$ cat config.mk
export PLATFORM = sky130hd
export DESIGN_NAME = hack_screen_scanout
export DESIGN_NICKNAME = d
export VERILOG_FILES = /design/src/rtl/hack_screen_scanout.sv
export SDC_FILE = /design/constraint.sdc
export NUM_CORES = 1
export LEC_CHECK = 0
export BUFFER_PORTS_ARGS = -buffer_cell sky130_fd_sc_hd__clkbuf_2
export CAP_MARGIN = 20
export CORE_MARGIN = 4
export CORE_UTILIZATION = 55
export CTS_BUF_LIST = sky130_fd_sc_hd__clkbuf_2 sky130_fd_sc_hd__clkbuf_4 sky130_fd_sc_hd__clkbuf_8
export CTS_CLUSTER_DIAMETER = 30
export DETAILED_ROUTE_END_ITERATION = 7
export PLACE_DENSITY = 0.79
export SLEW_MARGIN = 20
export SYNTH_ARGS = -nofsm -noshare
export SYNTH_HDL_FRONTEND = slang
export SYNTH_SLANG_ARGS = --single-unit
export TNS_END_PERCENT = 30
$ cat constraint.sdc
create_clock -name i_clk -period 4.8 [get_ports i_clk]
set_clock_uncertainty 0.15 [all_clocks]
set_input_delay 0.24 -clock i_clk [delete_from_list [all_inputs] [get_ports i_clk]]
set_output_delay 0.24 -clock i_clk [all_outputs]
set_load 0.03 [all_outputs]
$ cat src/rtl/hack_screen_scanout.sv
// Hack 512x256 monochrome screen scanout: prefetches one row of 32 words per
// line into a 2-word FIFO and serialises them onto an external timing raster.
//
// state   | meaning
// IDLE    | no read outstanding; may issue the next word fetch
// REQ     | read outstanding for the current line; ack pushes the word
// DISCARD | read outstanding from a previous line; ack drops the word
module hack_screen_scanout #(
  parameter int H_OFFSET   = 64,
  parameter int V_OFFSET   = 112,
  parameter int BORDER_PIX = 0
) (
  input  logic        i_clk,
  input  logic        i_rst,
  input  logic        i_pix_stb,
  input  logic        i_hs,
  input  logic        i_vs,
  input  logic        i_active,
  input  logic [9:0]  i_x,
  input  logic [9:0]  i_y,
  output logic        o_rd_req,
  output logic [12:0] o_rd_addr,
  input  logic        i_rd_ack,
  input  logic [15:0] i_rd_data,
  output logic        o_hs,
  output logic        o_vs,
  output logic        o_de,
  output logic        o_pixel,
  output logic        o_underrun
);

  localparam logic [10:0] X_LO   = 11'(H_OFFSET);
  localparam logic [10:0] X_HI   = 11'(H_OFFSET + 512);
  localparam logic [10:0] Y_LO   = 11'(V_OFFSET);
  localparam logic [10:0] Y_HI   = 11'(V_OFFSET + 256);
  localparam logic        BORDER = (BORDER_PIX != 0);

  typedef enum logic [1:0] {IDLE, REQ, DISCARD} fetch_state_t;

  fetch_state_t state;
  logic [15:0]  fifo_q [2];
  logic [1:0]   fifo_cnt;
  logic [5:0]   word_cnt;
  logic [7:0]   row;
  logic         fetch_en;

  logic         in_rows;
  logic         in_win;
  logic         line_start;
  logic         push;
  logic         pop;
  logic         issue;
  logic [3:0]   wx;
  logic [7:0]   wy;

  always_comb begin
    in_rows    = ({1'b0, i_y} >= Y_LO) && ({1'b0, i_y} < Y_HI);
    in_win     = i_active && in_rows && ({1'b0, i_x} >= X_LO) && ({1'b0, i_x} < X_HI);
    wx         = i_x[3:0] - X_LO[3:0];
    wy         = i_y[7:0] - Y_LO[7:0];
    line_start = i_pix_stb && i_active && (i_x == 10'd0);
    // A word acked on the line-start cycle belongs to the old line and is dropped.
    push       = (state == REQ) && i_rd_ack && !line_start;
    pop        = i_pix_stb && in_win && (fifo_cnt != 2'd0) && (wx == 4'hF);
    issue      = (state == IDLE) && fetch_en && !line_start && !word_cnt[5] &&
                 (fifo_cnt < 2'd2);
  end

  always_ff @(posedge i_clk) begin
    if (i_rst) begin
      state      <= IDLE;
      o_rd_req   <= 1'b0;
      o_rd_addr  <= '0;
      fifo_q[0]  <= '0;
      fifo_q[1]  <= '0;
      fifo_cnt   <= '0;
      word_cnt   <= '0;
      row        <= '0;
      fetch_en   <= 1'b0;
      o_hs       <= 1'b1;
      o_vs       <= 1'b1;
      o_de       <= 1'b0;
      o_pixel    <= 1'b0;
      o_underrun <= 1'b0;
    end else begin
      case (state)
        IDLE: begin
          if (issue) begin
            state     <= REQ;
            o_rd_req  <= 1'b1;
            o_rd_addr <= {row, word_cnt[4:0]};
          end
        end
        REQ: begin
          if (i_rd_ack) begin
            state    <= IDLE;
            o_rd_req <= 1'b0;
          end else if (line_start) begin
            state <= DISCARD;
          end
        end
        DISCARD: begin
          if (i_rd_ack) begin
            state    <= IDLE;
            o_rd_req <= 1'b0;
          end
        end
        default: begin
          state    <= IDLE;
          o_rd_req <= 1'b0;
        end
      endcase

      if (line_start) begin
        fifo_cnt <= '0;
        word_cnt <= '0;
        fetch_en <= in_rows;
        if (in_rows) row <= wy;
      end else begin
        if (push) word_cnt <= word_cnt + 6'd1;
        case ({push, pop})
          2'b10: begin
            fifo_q[fifo_cnt[0]] <= i_rd_data;
            fifo_cnt            <= fifo_cnt + 2'd1;
          end
          2'b01: begin
            fifo_q[0] <= fifo_q[1];
            fifo_cnt  <= fifo_cnt - 2'd1;
          end
          2'b11: begin
            if (fifo_cnt == 2'd1) begin
              fifo_q[0] <= i_rd_data;
            end else begin
              fifo_q[0] <= fifo_q[1];
              fifo_q[1] <= i_rd_data;
            end
          end
          default: ;
        endcase
      end

      if (i_pix_stb) begin
        o_hs <= i_hs;
        o_vs <= i_vs;
        o_de <= i_active;
        if (!i_active) begin
          o_pixel <= 1'b0;
        end else if (!in_win) begin
          o_pixel <= BORDER;
        end else if (fifo_cnt != 2'd0) begin
          o_pixel <= fifo_q[0][wx];
        end else begin
          // Starved pixel: flagged only; later words stay aligned by count, not position.
          o_pixel    <= 1'b0;
          o_underrun <= 1'b1;
        end
      end
    end
  end

endmodule

==> qor.yml <==
status: "complete, no violations"
rsz0062_at_grt: "no"
path_clk_slew_ps: 70
ant_nets: 0
clock_path_buffers: 2
hold_path_class: "in2reg"
p_leak_nw: 1.570
synth_top_family_by_area: "simple AND/OR/NAND/NOR gates"
die_area_sq_um: 7269
min_period_ps: 3186
post_synth_fa_ha_maj_area_fraction: 0.03811
drv_cap: 0
drive_gt1_frac: 0.2283
cp.arrival_ps: 3130
yosys_warnings: 0
cts_root_buffer: "clkbuf_8"
drc: 0
vias_per_cell: 5.422
drt_wl_total_um: 6642
synth_nets: 368
area_growth_pct: 18.03
core_area_sq_um: 5642
required_ps: 4740
final_max_slew_viol_count: 0
max_freq_mhz: 313.9
final-hold-violation-count: 0
fp.dieH_um: 85.26
yosysSeqAreaShare: 0.5244
grt_max_degree: 35
holdWs_ps: 52.93
port_buffers: 61
vias: 2456
setup_viol: 0
grt_pass1_vias: 2450
grt_overflow_total: 0
final_common_cell: "clkbuf_2"
synth.avg_cell_area_sq_um: 10.42
die_w_um: 85.26
clock_latency_ps: 330
worst_pin_slew_ps: 1031
synth.area.mux_share: 0.03392
fin_crit_sh: 0.6638
cts_tree: "built"
start_util: 0.5819
syn_inst: 315
netlist_area_sq_um: 3283
ios: 62
crit_type: "in2reg"
gp_congestion: 0.7960
rows: 27
dpl.hpwl_um: 4579
drtIter0Drc: 101
cts_num_sinks: 70
synth_xor_area_frac: 0.02934
diodes: 0
power_density_nw_per_um2: 310.9
wl_per_cell_um: 14.66
crit_fanout: 17
worstSetupEndpointType: "flip-flop"
grt_pass1_wl_um: 11340
ys_ff_latch: 70
ys_types: 42
cts_setup_buffers: 0
fin_setup_tns_ps: 0
irDropWorstVdd_mv: 0.2133
htreeDepth: 3
drt_pass1_iterations: 4
synth_compound_area_frac: 0.1585
cts-buffers-inserted: 9
antenna_found_initial: 0
grt_use_total: 0.1966
relSlewSlack: 0.3102
final_cell_mix: "61 x clkbuf_2, 52 x nand2_1, 38 x dfxtp_1"
final_net_count: 429
crit_path_start_kind: "primary input"
synth_simple_gate_area_frac: 0.1814
## registers in the layout (all words and copies together) (netlist names), 2 cells and up
name / flops
row: 8
word_cnt: 6
state: 2
fifo_q: 32
fifo_cnt: 2
o_rd_addr: 13
## timing repair
| item | 4_1_cts | 5_1_grt |
|---|---|---|
| hold buffers | 6 | 0 |
| endpoints found under the hold margin | 6 | 0 |
| gates resized for setup | 0 | 0 |
## cells in the mapped netlist
library cell	n	area (sq um)
nand4_1	4	25.02
dfxtp_1	38	760.7
edfxtp_1	32	960.9
a211o_1	2	17.52
ha_1	10	125.1
xor2_1	10	87.58
nor4_1	1	6.260
nand4b_4	1	23.77
nor2b_1	3	18.77
a31oi_1	1	6.260
xnor2_1	1	8.760
mux2_2	1	11.26
nand2_1	52	195.2
clkbuf_2	1	5.000
mux2i_1	1	10.01
inv_1	9	33.78
nor2_1	12	45.04
buf_6	1	11.26
o21a_1	17	127.6
o41ai_1	1	8.760
nor4_4	1	21.27
a211oi_1	1	7.510
nor3b_1	1	7.510
a21oi_1	29	145.1
o21bai_1	1	7.510
clkbuf_1	14	52.55
buf_2	2	10.01
nand3_1	5	25.02
o21ai_0	5	25.02
and3_1	2	12.51
or4_1	1	7.510
a21o_1	2	15.01
or2_2	1	6.260
o211a_1	1	10.01
nor3_2	3	30.03
and2_1	20	125.1
or3_1	3	18.77
o22a_1	16	140.1
or3b_2	1	8.760
mux4_2	4	90.09
a311o_1	1	10.01
nand2b_1	3	18.77
## through the flow
| stage | utilization | total power [mW] | setup slack (ps) | instances | instance area [sq um] |
|---|---|---|---|---|---|
| 5_1_grt | 0.6868 | 1.249 | 1401 | 453 | 3875 |
| 3_3_place_gp | 0.6394 | 0.7113 | 1318 | 431 | 3607 |
| 2_1_floorplan | - | 0.6800 | 1404 | 315 | 3283 |
| 6_report | 0.6868 | 1.205 | 1614 | 453 | 3875 |
| 4_1_cts | 0.6868 | 1.210 | 1619 | 453 | 3875 |
| 3_5_place_dp | 0.6394 | 0.7119 | 1272 | 431 | 3607 |
## critical path, cell delays in order
cell,delay (ps)
clkbuf_2,100
ha_1,210
a21oi_1,170
xor2_1,130
or4_1,510
or3_1,380
inv_1,90
ha_1,200
and2_1,140
buf_4,220
a21oi_1,60
or2_2,420
o22a_1,250
## report_power, final
| part | total (mW) | leakage, nW | internal [mW] | switching [mW] |
|---|---|---|---|---|
| Clock | 0.503 | 0.106 | 0.292 | 0.211 |
| Combinational | 0.0654 | 0.827 | 0.0287 | 0.0366 |
| Sequential | 0.636 | 0.637 | 0.633 | 0.00348 |
## final cells by class
class	count	area (sq um)
clock buffer	10	131.4
multi-input combinational	218	1449
inverter	9	33.78
timing repair buffer	68	372.9
sequential	70	1722
tap	72	90.09
fill	453	1767
clock inverter	6	76.32
## cells by family after synthesis
group	Yosys count
compound gates	77
xor+xnor	11
fa+ha+maj	10
buf+inv	27
flops	70
mux	6
simple gates	114
## worst paths after layout
check / from / to / slack [ps] / depth (start not counted)
worst max-delay path: i_y[4] / fifo_q[0][15] / 1610 / 13
worst min-delay path: i_rd_data[0] / fifo_q[1][0] / 50 / 2
worst max register to register: fifo_cnt[0] / fifo_q[0][15] / 1890 / 10
worst min register to register: row[4] / o_rd_addr[9] / 300 / 2
## per-layer routing
layer	vias up	wire length (um)	global-route usage
met2	56	3364	0.3277
li1	1239	-	-
met3	6	386	0.04272
met4	0	88	0.09640
met5	-	0	0
met1	1155	2803	0.2404
(Power assumes the default switching activity.)
